--- config.mk ---
export PLATFORM = sky130hd
export DESIGN_NAME = commutation_sequencer_flat
export DESIGN_NICKNAME = d
export VERILOG_FILES = /design/src/rtl/motor_pkg.sv /design/src/rtl/commutation_sequencer_if.sv /design/src/rtl/hall_filter.sv /design/src/rtl/commutation_sequencer.sv /design/src/flat_wrapper.sv
export SDC_FILE = /design/constraint.sdc
export NUM_CORES = 1
export LEC_CHECK = 0
export CORE_ASPECT_RATIO = 0.9
export CORE_UTILIZATION = 59
export DETAILED_ROUTE_END_ITERATION = 10
export PLACE_DENSITY_LB_ADDON = 0.05
export SLEW_MARGIN = 20
export SYNTH_ARGS = -nofsm -noshare
export SYNTH_HDL_FRONTEND = slang
export SYNTH_SLANG_ARGS = --single-unit
--- constraint.sdc ---
create_clock -name CLK -period 5.33 [get_ports CLK]
set_input_delay 0.533 -clock CLK [delete_from_list [all_inputs] [get_ports CLK]]
set_output_delay 0.533 -clock CLK [all_outputs]
set_load 0.02 [all_outputs]
--- src/rtl/motor_pkg.sv ---
// Shared types for the six-step commutation sequencer: sector encoding,
// FSM states, hall decoding and the gate drive tables.
package motor_pkg;

    typedef logic [2:0] sector_t;

    localparam sector_t SECTOR_INVALID = 3'd7;

    typedef enum logic [1:0] {
        ST_OFF,
        ST_DEAD,
        ST_DRIVE,
        ST_FAULT
    } state_t;

    typedef struct packed {
        logic [2:0] h;
        logic [2:0] l;
    } gates_t;

    function automatic sector_t decode_hall(input logic [2:0] code);
        case (code)
            3'b101:  return 3'd0;
            3'b100:  return 3'd1;
            3'b110:  return 3'd2;
            3'b010:  return 3'd3;
            3'b011:  return 3'd4;
            3'b001:  return 3'd5;
            default: return SECTOR_INVALID;
        endcase
    endfunction

    function automatic sector_t sector_inc(input sector_t s);
        return (s == 3'd5) ? 3'd0 : s + 3'd1;
    endfunction

    function automatic sector_t sector_dec(input sector_t s);
        return (s == 3'd0) ? 3'd5 : s - 3'd1;
    endfunction

    // Bit 0 = phase A, bit 1 = B, bit 2 = C; exactly one high and one low side.
    function automatic gates_t drive_pattern(input sector_t s, input logic dir);
        gates_t g;
        g = '0;
        if (dir) begin
            case (s)
                3'd0: g = '{h: 3'b100, l: 3'b010};
                3'd1: g = '{h: 3'b001, l: 3'b010};
                3'd2: g = '{h: 3'b001, l: 3'b100};
                3'd3: g = '{h: 3'b010, l: 3'b100};
                3'd4: g = '{h: 3'b010, l: 3'b001};
                3'd5: g = '{h: 3'b100, l: 3'b001};
                default: g = '0;
            endcase
        end else begin
            case (s)
                3'd0: g = '{h: 3'b010, l: 3'b100};
                3'd1: g = '{h: 3'b010, l: 3'b001};
                3'd2: g = '{h: 3'b100, l: 3'b001};
                3'd3: g = '{h: 3'b100, l: 3'b010};
                3'd4: g = '{h: 3'b001, l: 3'b010};
                3'd5: g = '{h: 3'b001, l: 3'b100};
                default: g = '0;
            endcase
        end
        return g;
    endfunction

endpackage

--- src/rtl/commutation_sequencer_if.sv ---
// Control/status bundle between the motor controller logic and the
// commutation sequencer.
interface commutation_sequencer_if;
    import motor_pkg::*;

    logic [2:0]         hall;
    logic               enable;
    logic               dir;
    logic               fault_n;
    logic               clear_fault;
    logic [2:0]         gate_h;
    logic [2:0]         gate_l;
    sector_t            sector;
    logic signed [31:0] hall_position;
    logic               hall_error;
    logic               stall;
    logic               fault;

    modport master (
        output hall, enable, dir, fault_n, clear_fault,
        input  gate_h, gate_l, sector, hall_position, hall_error, stall, fault
    );

    modport slave (
        input  hall, enable, dir, fault_n, clear_fault,
        output gate_h, gate_l, sector, hall_position, hall_error, stall, fault
    );

endinterface

--- src/rtl/hall_filter.sv ---
// Hall sensor front end: 2-flop synchronizer, stability filter and decoder.
// sector_changed pulses for one cycle alongside each new accepted sector.
module hall_filter
    import motor_pkg::*;
#(
    parameter int HALL_FILTER = 16
) (
    input  logic       CLK,
    input  logic       reset,
    input  logic [2:0] hall,
    output sector_t    sector,
    output logic       sector_changed
);

    localparam int              CW       = (HALL_FILTER > 1) ? $clog2(HALL_FILTER) : 1;
    localparam logic [CW-1:0]   CNT_LAST = CW'(HALL_FILTER - 1);

    logic [2:0]    sync1;
    logic [2:0]    sync2;
    logic [2:0]    cand;
    logic [CW-1:0] stable_cnt;
    sector_t       decoded;

    assign decoded = decode_hall(cand);

    // NOTE: non-blocking assignments so every flop samples pre-edge values.
    always_ff @(posedge CLK or posedge reset) begin
        if (reset) begin
            sync1          <= '0;
            sync2          <= '0;
            cand           <= '0;
            stable_cnt     <= '0;
            sector         <= SECTOR_INVALID;
            sector_changed <= 1'b0;
        end else begin
            sync1          <= hall;
            sync2          <= sync1;
            sector_changed <= 1'b0;
            if (sync2 != cand) begin
                cand       <= sync2;
                stable_cnt <= '0;
            end else if (stable_cnt != CNT_LAST) begin
                stable_cnt <= stable_cnt + 1'b1;
            end else if (decoded != sector) begin
                sector         <= decoded;
                sector_changed <= 1'b1;
            end
        end
    end

endmodule

--- src/rtl/commutation_sequencer.sv ---
// Six-step BLDC commutation controller: OFF/DEAD/DRIVE/FAULT sequencing,
// dead-time and stall counters, hall position tracking and sticky flags.
module commutation_sequencer
    import motor_pkg::*;
#(
    parameter int DEADTIME      = 64,
    parameter int HALL_FILTER   = 16,
    parameter int STALL_TIMEOUT = 16_000_000
) (
    input logic                    CLK,
    input logic                    reset,
    commutation_sequencer_if.slave bus
);

    localparam int            DW         = (DEADTIME > 1) ? $clog2(DEADTIME) : 1;
    localparam int            SW         = $clog2(STALL_TIMEOUT + 1);
    localparam logic [DW-1:0] DEAD_LOAD  = DW'(DEADTIME - 1);
    localparam logic [SW-1:0] STALL_MAX  = SW'(STALL_TIMEOUT);
    localparam logic [SW-1:0] STALL_LAST = SW'(STALL_TIMEOUT - 1);

    sector_t            sector;
    sector_t            last_sector;
    sector_t            lat_sector;
    logic               sector_changed;
    logic               fault_s1, fault_s2;
    logic               dir_q, lat_dir;
    state_t             state, state_next;
    logic [DW-1:0]      dead_cnt;
    logic [SW-1:0]      stall_cnt;
    logic               dead_load, latch_drive, counting, stall_hit;
    logic               step_fwd, step_rev, err_set;
    gates_t             gates_next;
    logic [2:0]         gate_h, gate_l;
    logic signed [31:0] position;
    logic               hall_error, stall, fault;

    hall_filter #(.HALL_FILTER(HALL_FILTER)) u_hall_filter (
        .CLK            (CLK),
        .reset          (reset),
        .hall           (bus.hall),
        .sector         (sector),
        .sector_changed (sector_changed)
    );

    assign counting  = (state == ST_DEAD) || (state == ST_DRIVE);
    // Fault fires on the cycle the counter would reach STALL_TIMEOUT.
    assign stall_hit = counting && !sector_changed && (stall_cnt >= STALL_LAST);

    // NOTE: every output of a combinational block gets a default first, so no latches.
    always_comb begin
        state_next  = state;
        dead_load   = 1'b0;
        latch_drive = 1'b0;
        if (!fault_s2 || stall_hit) begin
            state_next = ST_FAULT;
        end else begin
            case (state)
                ST_OFF: begin
                    if (bus.enable && sector != SECTOR_INVALID) begin
                        state_next = ST_DEAD;
                        dead_load  = 1'b1;
                    end
                end
                ST_DEAD: begin
                    if (!bus.enable || sector == SECTOR_INVALID) begin
                        state_next = ST_OFF;
                    end else if (sector_changed || bus.dir != dir_q) begin
                        dead_load = 1'b1;
                    end else if (dead_cnt == '0) begin
                        state_next  = ST_DRIVE;
                        latch_drive = 1'b1;
                    end
                end
                ST_DRIVE: begin
                    if (!bus.enable || sector == SECTOR_INVALID) begin
                        state_next = ST_OFF;
                    end else if (sector != lat_sector || bus.dir != lat_dir) begin
                        state_next = ST_DEAD;
                        dead_load  = 1'b1;
                    end
                end
                ST_FAULT: begin
                    if (bus.clear_fault) state_next = ST_OFF;
                end
                default: state_next = ST_OFF;
            endcase
        end
    end

    // Staying in DRIVE implies sector/dir equal the latched pair.
    assign gates_next = (state_next == ST_DRIVE) ? drive_pattern(sector, bus.dir) : '0;

    always_comb begin
        step_fwd = 1'b0;
        step_rev = 1'b0;
        err_set  = 1'b0;
        if (sector_changed) begin
            if (sector == SECTOR_INVALID) begin
                err_set = 1'b1;
            end else if (last_sector != SECTOR_INVALID) begin
                if (sector == sector_inc(last_sector))      step_fwd = 1'b1;
                else if (sector == sector_dec(last_sector)) step_rev = 1'b1;
                else                                        err_set  = 1'b1;
            end
        end
    end

    always_ff @(posedge CLK or posedge reset) begin
        if (reset) begin
            fault_s1    <= 1'b1;
            fault_s2    <= 1'b1;
            state       <= ST_OFF;
            dead_cnt    <= '0;
            stall_cnt   <= '0;
            dir_q       <= 1'b0;
            lat_dir     <= 1'b0;
            lat_sector  <= SECTOR_INVALID;
            last_sector <= SECTOR_INVALID;
            gate_h      <= '0;
            gate_l      <= '0;
            position    <= '0;
            hall_error  <= 1'b0;
            stall       <= 1'b0;
            fault       <= 1'b0;
        end else begin
            fault_s1    <= bus.fault_n;
            fault_s2    <= fault_s1;
            state       <= state_next;
            dir_q       <= bus.dir;
            last_sector <= sector;
            gate_h      <= gates_next.h;
            gate_l      <= gates_next.l;
            fault       <= (state_next == ST_FAULT);

            if (dead_load)                              dead_cnt <= DEAD_LOAD;
            else if (state == ST_DEAD && dead_cnt != '0) dead_cnt <= dead_cnt - 1'b1;

            if (!counting || sector_changed) stall_cnt <= '0;
            else if (stall_cnt != STALL_MAX) stall_cnt <= stall_cnt + 1'b1;

            if (latch_drive) begin
                lat_sector <= sector;
                lat_dir    <= bus.dir;
            end

            if (step_fwd)      position <= position + 32'sd1;
            else if (step_rev) position <= position - 32'sd1;

            if (err_set)              hall_error <= 1'b1;
            else if (bus.clear_fault) hall_error <= 1'b0;

            if (stall_hit)            stall <= 1'b1;
            else if (bus.clear_fault) stall <= 1'b0;
        end
    end

    assign bus.gate_h        = gate_h;
    assign bus.gate_l        = gate_l;
    assign bus.sector        = sector;
    assign bus.hall_position = position;
    assign bus.hall_error    = hall_error;
    assign bus.stall         = stall;
    assign bus.fault         = fault;

endmodule

--- src/flat_wrapper.sv ---
// flat-port wrapper written by rule: the top's interface ports become plain ports
module commutation_sequencer_flat import motor_pkg::*;
#(
    parameter int DEADTIME      = 64,
    parameter int HALL_FILTER   = 16,
    parameter int STALL_TIMEOUT = 16_000_000
)
  (CLK, reset, bus_hall, bus_enable, bus_dir, bus_fault_n, bus_clear_fault, bus_gate_h, bus_gate_l, bus_sector, bus_hall_position, bus_hall_error, bus_stall, bus_fault);
  commutation_sequencer_if bus_i ();
  input logic CLK;
  input logic reset;
  input wire logic [$bits(bus_i.hall)-1:0] bus_hall;
  input wire logic [$bits(bus_i.enable)-1:0] bus_enable;
  input wire logic [$bits(bus_i.dir)-1:0] bus_dir;
  input wire logic [$bits(bus_i.fault_n)-1:0] bus_fault_n;
  input wire logic [$bits(bus_i.clear_fault)-1:0] bus_clear_fault;
  output wire logic [$bits(bus_i.gate_h)-1:0] bus_gate_h;
  output wire logic [$bits(bus_i.gate_l)-1:0] bus_gate_l;
  output wire logic [$bits(bus_i.sector)-1:0] bus_sector;
  output wire logic [$bits(bus_i.hall_position)-1:0] bus_hall_position;
  output wire logic [$bits(bus_i.hall_error)-1:0] bus_hall_error;
  output wire logic [$bits(bus_i.stall)-1:0] bus_stall;
  output wire logic [$bits(bus_i.fault)-1:0] bus_fault;
  assign bus_i.hall = bus_hall;
  assign bus_i.enable = bus_enable;
  assign bus_i.dir = bus_dir;
  assign bus_i.fault_n = bus_fault_n;
  assign bus_i.clear_fault = bus_clear_fault;
  assign bus_gate_h = bus_i.gate_h;
  assign bus_gate_l = bus_i.gate_l;
  assign bus_sector = bus_i.sector;
  assign bus_hall_position = bus_i.hall_position;
  assign bus_hall_error = bus_i.hall_error;
  assign bus_stall = bus_i.stall;
  assign bus_fault = bus_i.fault;
  commutation_sequencer #(.DEADTIME(DEADTIME), .HALL_FILTER(HALL_FILTER), .STALL_TIMEOUT(STALL_TIMEOUT)) u_core (.CLK(CLK), .reset(reset), .bus(bus_i));
endmodule
# --- Yosys cells after proc, flatten, opt, wreduce, memory -nomap -nowiden ---
# Index checks and enable logic that the tools add are counted.
word_totals:
  ff_bits: 100
  in_bits: 9
  mem_count: 0
  ramBits: 0
  elab_cells: 142
  latchBits: 0
  romBits: 0
  out_inout_bits: 44
op_classes:
  order_cmp: 1
  n_shift: 0
  n_bitwise: 2
  eq_ne: 29
  n_div: 0
  mul: 0
  add_sub_neg: 7
  n_mux: 56
  reduce_logical: 26
op_table:
  columns: ["op", "count"]
  rows:
  - ["$pmux 6 s6", 2]
  - ["$mux 32", 2]
  - ["$mux 24", 2]
  - ["$add 32x2->32 const B", 1]
  - ["$sub 32x2->32 const B", 1]
  - ["$mux 1", 31]
  - ["$add 24x1->24 const B", 1]
  - ["$ge 24x24->1 const B", 1]
  - ["$mux 6", 4]
  - ["$ne 24x24->1 const B", 1]
  - ["$eq 3x3->1 const B", 7]
  - ["$pmux 3 s6", 1]
  - ["$mux 2", 8]
  - ["$eq 3x2->1 const B", 4]
  - ["$reduce_bool 2->1", 6]
  - ["$ne 3x3->1", 3]
  - ["$eq 2x2->1 const B", 4]
  - ["$mux 4", 2]
  - ["$pmux 2 s4", 1]
  - ["$eq 3x1->1 const B", 2]
  - ["$eq 3x3->1", 2]
  - ["$logic_not 3->1", 2]
  - ["$logic_not 6->1", 1]
  - ["$logic_or 1x1->1", 6]
  - ["16 further kinds", 26]

# --- Longest topological paths before layout ---
logic_depth:
  depth_word: 10
  mapped_depth: 15
  depth_no_buf: 14

# --- Hierarchy ---
# A second synthesis with hierarchy kept.
hier_totals:
  cells_unflattened: 705
  hier_area_um2: 6486.2
modules_own_cells:
  columns: ["module", "cells_per_inst", "seq_area_each_um2", "n_inst", "area_each_um2"]
  rows:
  - ["commutation_sequencer", 630, 2087.0, 1, 5660.4]
  - ["hall_filter", 75, 429.2, 1, 825.8]

# --- Worst setup path before layout ---
# No wires, ideal clock.
synth_path:
  path_kind: "reg2reg"
  from: "register u_core.u_hall_filter.sector[0]"
  to: "register u_core.position[30] (netlist: u_core.bus.hall_position[30])"
  required_ns: 5.184
  path_slack_ns: 0.895
  t_arrival_ns: 4.289
  path_stages_with_launch: 14
  setup_time_ns: 0.146
  path_buffers: 1
  cell_sequence: "dfstp_2 > clkbuf_1 > nor3b_1 > o22a_1 > nand2_1 > fa_1 > a21oi_2 > o22ai_2 > o41a_1 > a2111oi_4 > o31ai_2 > a221oi_2 > mux2i_1 > o311ai_0"
synth_via:
  elab_chain_cells: 7
  word_cells_on_any_way: 14
  cone_classes: "eq/ne: 3; mux: 10; reduce/logical: 1"
synth_lines:
  columns: ["item", "line", "text"]
  rows:
  - ["start: declaration", "hall_filter.sv:11", "output sector_t sector,"]
  - ["start signal: assignment", "hall_filter.sv:45", "sector <= decoded;"]
  - ["$eq 3x3->1", "commutation_sequencer.sv:102", "else if (sector == sector_dec(last_sector)) step_rev = 1'b1;"]
  - ["$mux 1", "commutation_sequencer.sv:102", null]
  - ["$mux 1", "commutation_sequencer.sv:101", "if (sector == sector_inc(last_sector)) step_fwd = 1'b1;"]
  - ["$mux 1", "commutation_sequencer.sv:100", "end else if (last_sector != SECTOR_INVALID) begin"]
  - ["$mux 1", "commutation_sequencer.sv:98", "if (sector == SECTOR_INVALID) begin"]
  - ["$mux 1", "commutation_sequencer.sv:97", "if (sector_changed) begin"]
  - ["$reduce_bool 2->1 (no line)", null, null]
  - ["end signal: assignment", "commutation_sequencer.sv:146", "if (step_fwd) position <= position + 32'sd1;"]
  - ["end signal: assignment", "commutation_sequencer.sv:147", "else if (step_rev) position <= position - 32'sd1;"]
  - ["end: declaration", "commutation_sequencer.sv:34", "logic signed [31:0] position;"]
# Parallel ways exist; a longest one is shown, timed or not.
# A chain may end at the register's enable or synchronous reset.

# --- Worst setup path after layout ---
layout_path:
  from: "register u_core.u_hall_filter.sector[1]"
  to: "register u_core.position[30] (netlist: u_core.bus.hall_position[30])"
# The elaborated chain is that of the path after synthesis.

==> flow_summary.toml <==
[yosys]
synth_area_leaders = "dfrtp_1, ha_1, xnor2_1"
syn-cell-area_mm2 = 0.006276
ys_async_sr_fraction = 1.000
synth_mux_area_frac = 0.02253
syn_nets = 752
synth_top_family_by_area = "simple AND/OR/NAND/NOR gates"
ys_ff_latch = 100
synthAdderAreaFrac = 0.08892
yosysWarningCount = 0
synthXorXnorAreaFrac = 0.09211
yosys.area.top_type = "dfrtp_1"
ys_seq_area_frac = 0.4009
synth-compound-area-share = 0.1621
synth_cells = 699
synth_top_area_frac = 0.3549
synth_cell_types = 71
synth_edf_count = 0
syn_avg_cell_area_um2 = 8.979
yosys.area_share.simple = 0.1988
synth-main-ff-cell = "dfrtp_1"

[clock_tree]
ctsResizeCount = 0
cts_tree = "yes"
htreeDepth = 3
cts.hold.buffers_added = 0
cts.clk_slew.worst_paths_ps = 70
cts_made_buffers = 9
ctsLongestPathBuffers = 2
root_buffer = "clkbuf_16"
cts.sinks = 100
clkLatencyLatePin_ps = 340
cts_setup_buffers = 0

[placement]
hpwl_um = 9237
gp_congestion = 0.9154
io_buffers = 52
pre_cts_slack_ps = 497.3

[setup_path]
critPathBufInv = 0
r2r_end = "u_core.bus.hall_position[30]$_DFFE_PP0P_"
cp.arrival_ps = 5080
r2r_slack_ps = 440
crit_required_ps = 5520
crit_type = "register to register"
startpoint = "u_core.u_hall_filter.sector[1]$_DFFE_PP1P_"
slowest_stage = "dfstp_2"
crit_chain = "nor3_1 > nor4bb_1 > o22a_1 > nand2_1 > ha_1 > a21oi_2 > o22ai_2 > o41a_1 > a2111oi_4 > o31ai_2 > a221oi_2 > mux2i_1 > o311ai_0"
rr_startpoint = "u_core.u_hall_filter.sector[1]$_DFFE_PP1P_"
cp_top_family = "compound AO/OA/AOI/OAI gates"
reg2reg_depth = 13
path_max_fanout = 23
cp-start-kind = "register"
worst_path_largest_cell_delay_ps = 780
cp-end-kind = "register"

[hold_path]
holdPathEnd = "u_core.u_hall_filter.sync2[1]$_DFF_PP0_"
min-delay-start = "u_core.u_hall_filter.sync1[1]$_DFF_PP0_"
hold_path.class = "register to register"
hold_path_depth = 0

[job]
drv_cap = 0

[sta]
timing.setup.tns_ps = 0
tightest_slew_ps = 890.3
setup_violations = 0
setup_ws_ps = 440.8
rsz0062_at_grt = "false"
max_slew_margin = 0.4065
skew_ps = 5.440
slew_violations = 0
hold_violations = 0
max_freq_ghz = 0.2045
finalCriticalPeriod_ps = 4889
fin_crit_sh = 0.9173

[final_layout]
layout.nets = 787
n_antenna_cell = 0
drive_gt1_frac = 0.07037
final_cell_mix = "dfrtp_1, nand2_1, nor2_1"
fill_cells = 796
fin_util = 0.6928
area_delta_synth_final_pct = 13.60
layout_commonest_cell = "dfrtp_1"

[power]
leakage_uw = 0.003242
powerDensity_mw_per_mm2 = 223.8
ir_drop_mv = 0.2899

[grt]
use_met1 = 0.3148
top_usage_layer = "met2"
met2_usage = 0.4099
antenna_found_initial = 0
met3_usage = 0.04952
grt_pass1_vias = 4819
grt_first_pass_wirelength_um = 22090
grt_max_degree = 54
overflow = 0
track_usage = 0.2431

[routing]
vias_per_cell = 5.785
drc_errors = 0
vias = 5021
finalWirelength_um = 12740
ant_nets = 0
drt_pre_antenna_iters = 6
post_drt_wl_per_cell_um = 14.67
drtIter0Drc = 295

[outcome]
status = "completed"

[floorplan]
die_h_um = 99.85
placementRows = 35
core_mm2 = 0.01029
die_x_um = 110.7
ioPinCount = 53
start_util = 0.6098
die-area_mm2 = 0.01105
==> power by group <==
part           switching [µW]  leakage, µW  internal, µW
logic                     105      0.00181          69.7
clock network             277     0.000127           317
registers                30.7      0.00130           797
==> cells by family (layout without fill, tap and decap cells) <==
family          Yosys count  after routing
flops                   100            100
xor+xnor                 66             66
compound gates          160            160
simple gates            261            261
mux                      13             13
fa+ha+maj                44             44
buf+inv                  55             95
==> stage by stage <==
step                      area, µm²  std cells  hold slack [ps]  total power [µW]
after floorplan                6276        699            331.2             973.0
final                          7129        868            351.0              1595
after global placement         6867        852            335.1              1008
after global routing           7129        868            353.6              1673
after detailed placement       6867        852            342.5              1019
after CTS                      7129        868            353.4              1617
==> flip-flops by register name, indices dropped and copies added, names as in the netlist, 2 cells and up <==
signal	count
u_core.stall_cnt	24
u_core.u_hall_filter.stable_cnt	4
u_core.u_hall_filter.sync2	3
u_core.u_hall_filter.sector	3
u_core.bus.gate_h	3
u_core.last_sector	3
u_core.u_hall_filter.cand	3
u_core.state	2
u_core.u_hall_filter.sync1	3
u_core.lat_sector	3
u_core.bus.gate_l	3
u_core.dead_cnt	6
u_core.bus.hall_position	32
==> layer usage <==
metal	vias up	wire length (µm)
li1	2528	-
met1	2389	6076
met2	84	5966
met3	20	528
met4	0	164
met5	-	0
==> synth_stat cells, types with 16 or more instances <==
cell type,number
nand3_1,25
dfrtp_1,89
clkbuf_1,21
nor3_1,16
o21ai_0,49
xnor2_1,39
xor2_1,27
nand2_1,81
a21oi_1,45
inv_1,24
ha_1,43
nor2_1,74
==> area by class of cell <==
cell class                      count  area [µm²]  share of cell area
Tap cell                          129       161.4             0.02264
Multi-Input combinational cell    544        3553              0.4984
Inverter                           24       92.59             0.01299
Clock inverter                      4       26.28            0.003686
Clock buffer                       12       236.5             0.03317
Timing Repair Buffer               55       543.0             0.07617
Sequential cell                   100        2516              0.3529
==> how the worst max path moves through the flow <==
stage	to	slack, ps	depth (start not counted)
detailed placement	u_core.bus.hall_position[30]$_DFFE_PP0P_	500	13
finish	u_core.bus.hall_position[30]$_DFFE_PP0P_	440	13
CTS	u_core.bus.hall_position[30]$_DFFE_PP0P_	490	13
global route	u_core.bus.hall_position[30]$_DFFE_PP0P_	30	13
global placement	u_core.bus.hall_position[30]$_DFFE_PP0P_	700	13
floorplan	u_core.bus.hall_position[30]$_DFFE_PP0P_	890	13
No activity file was read; power rests on OpenSTA's default activity.
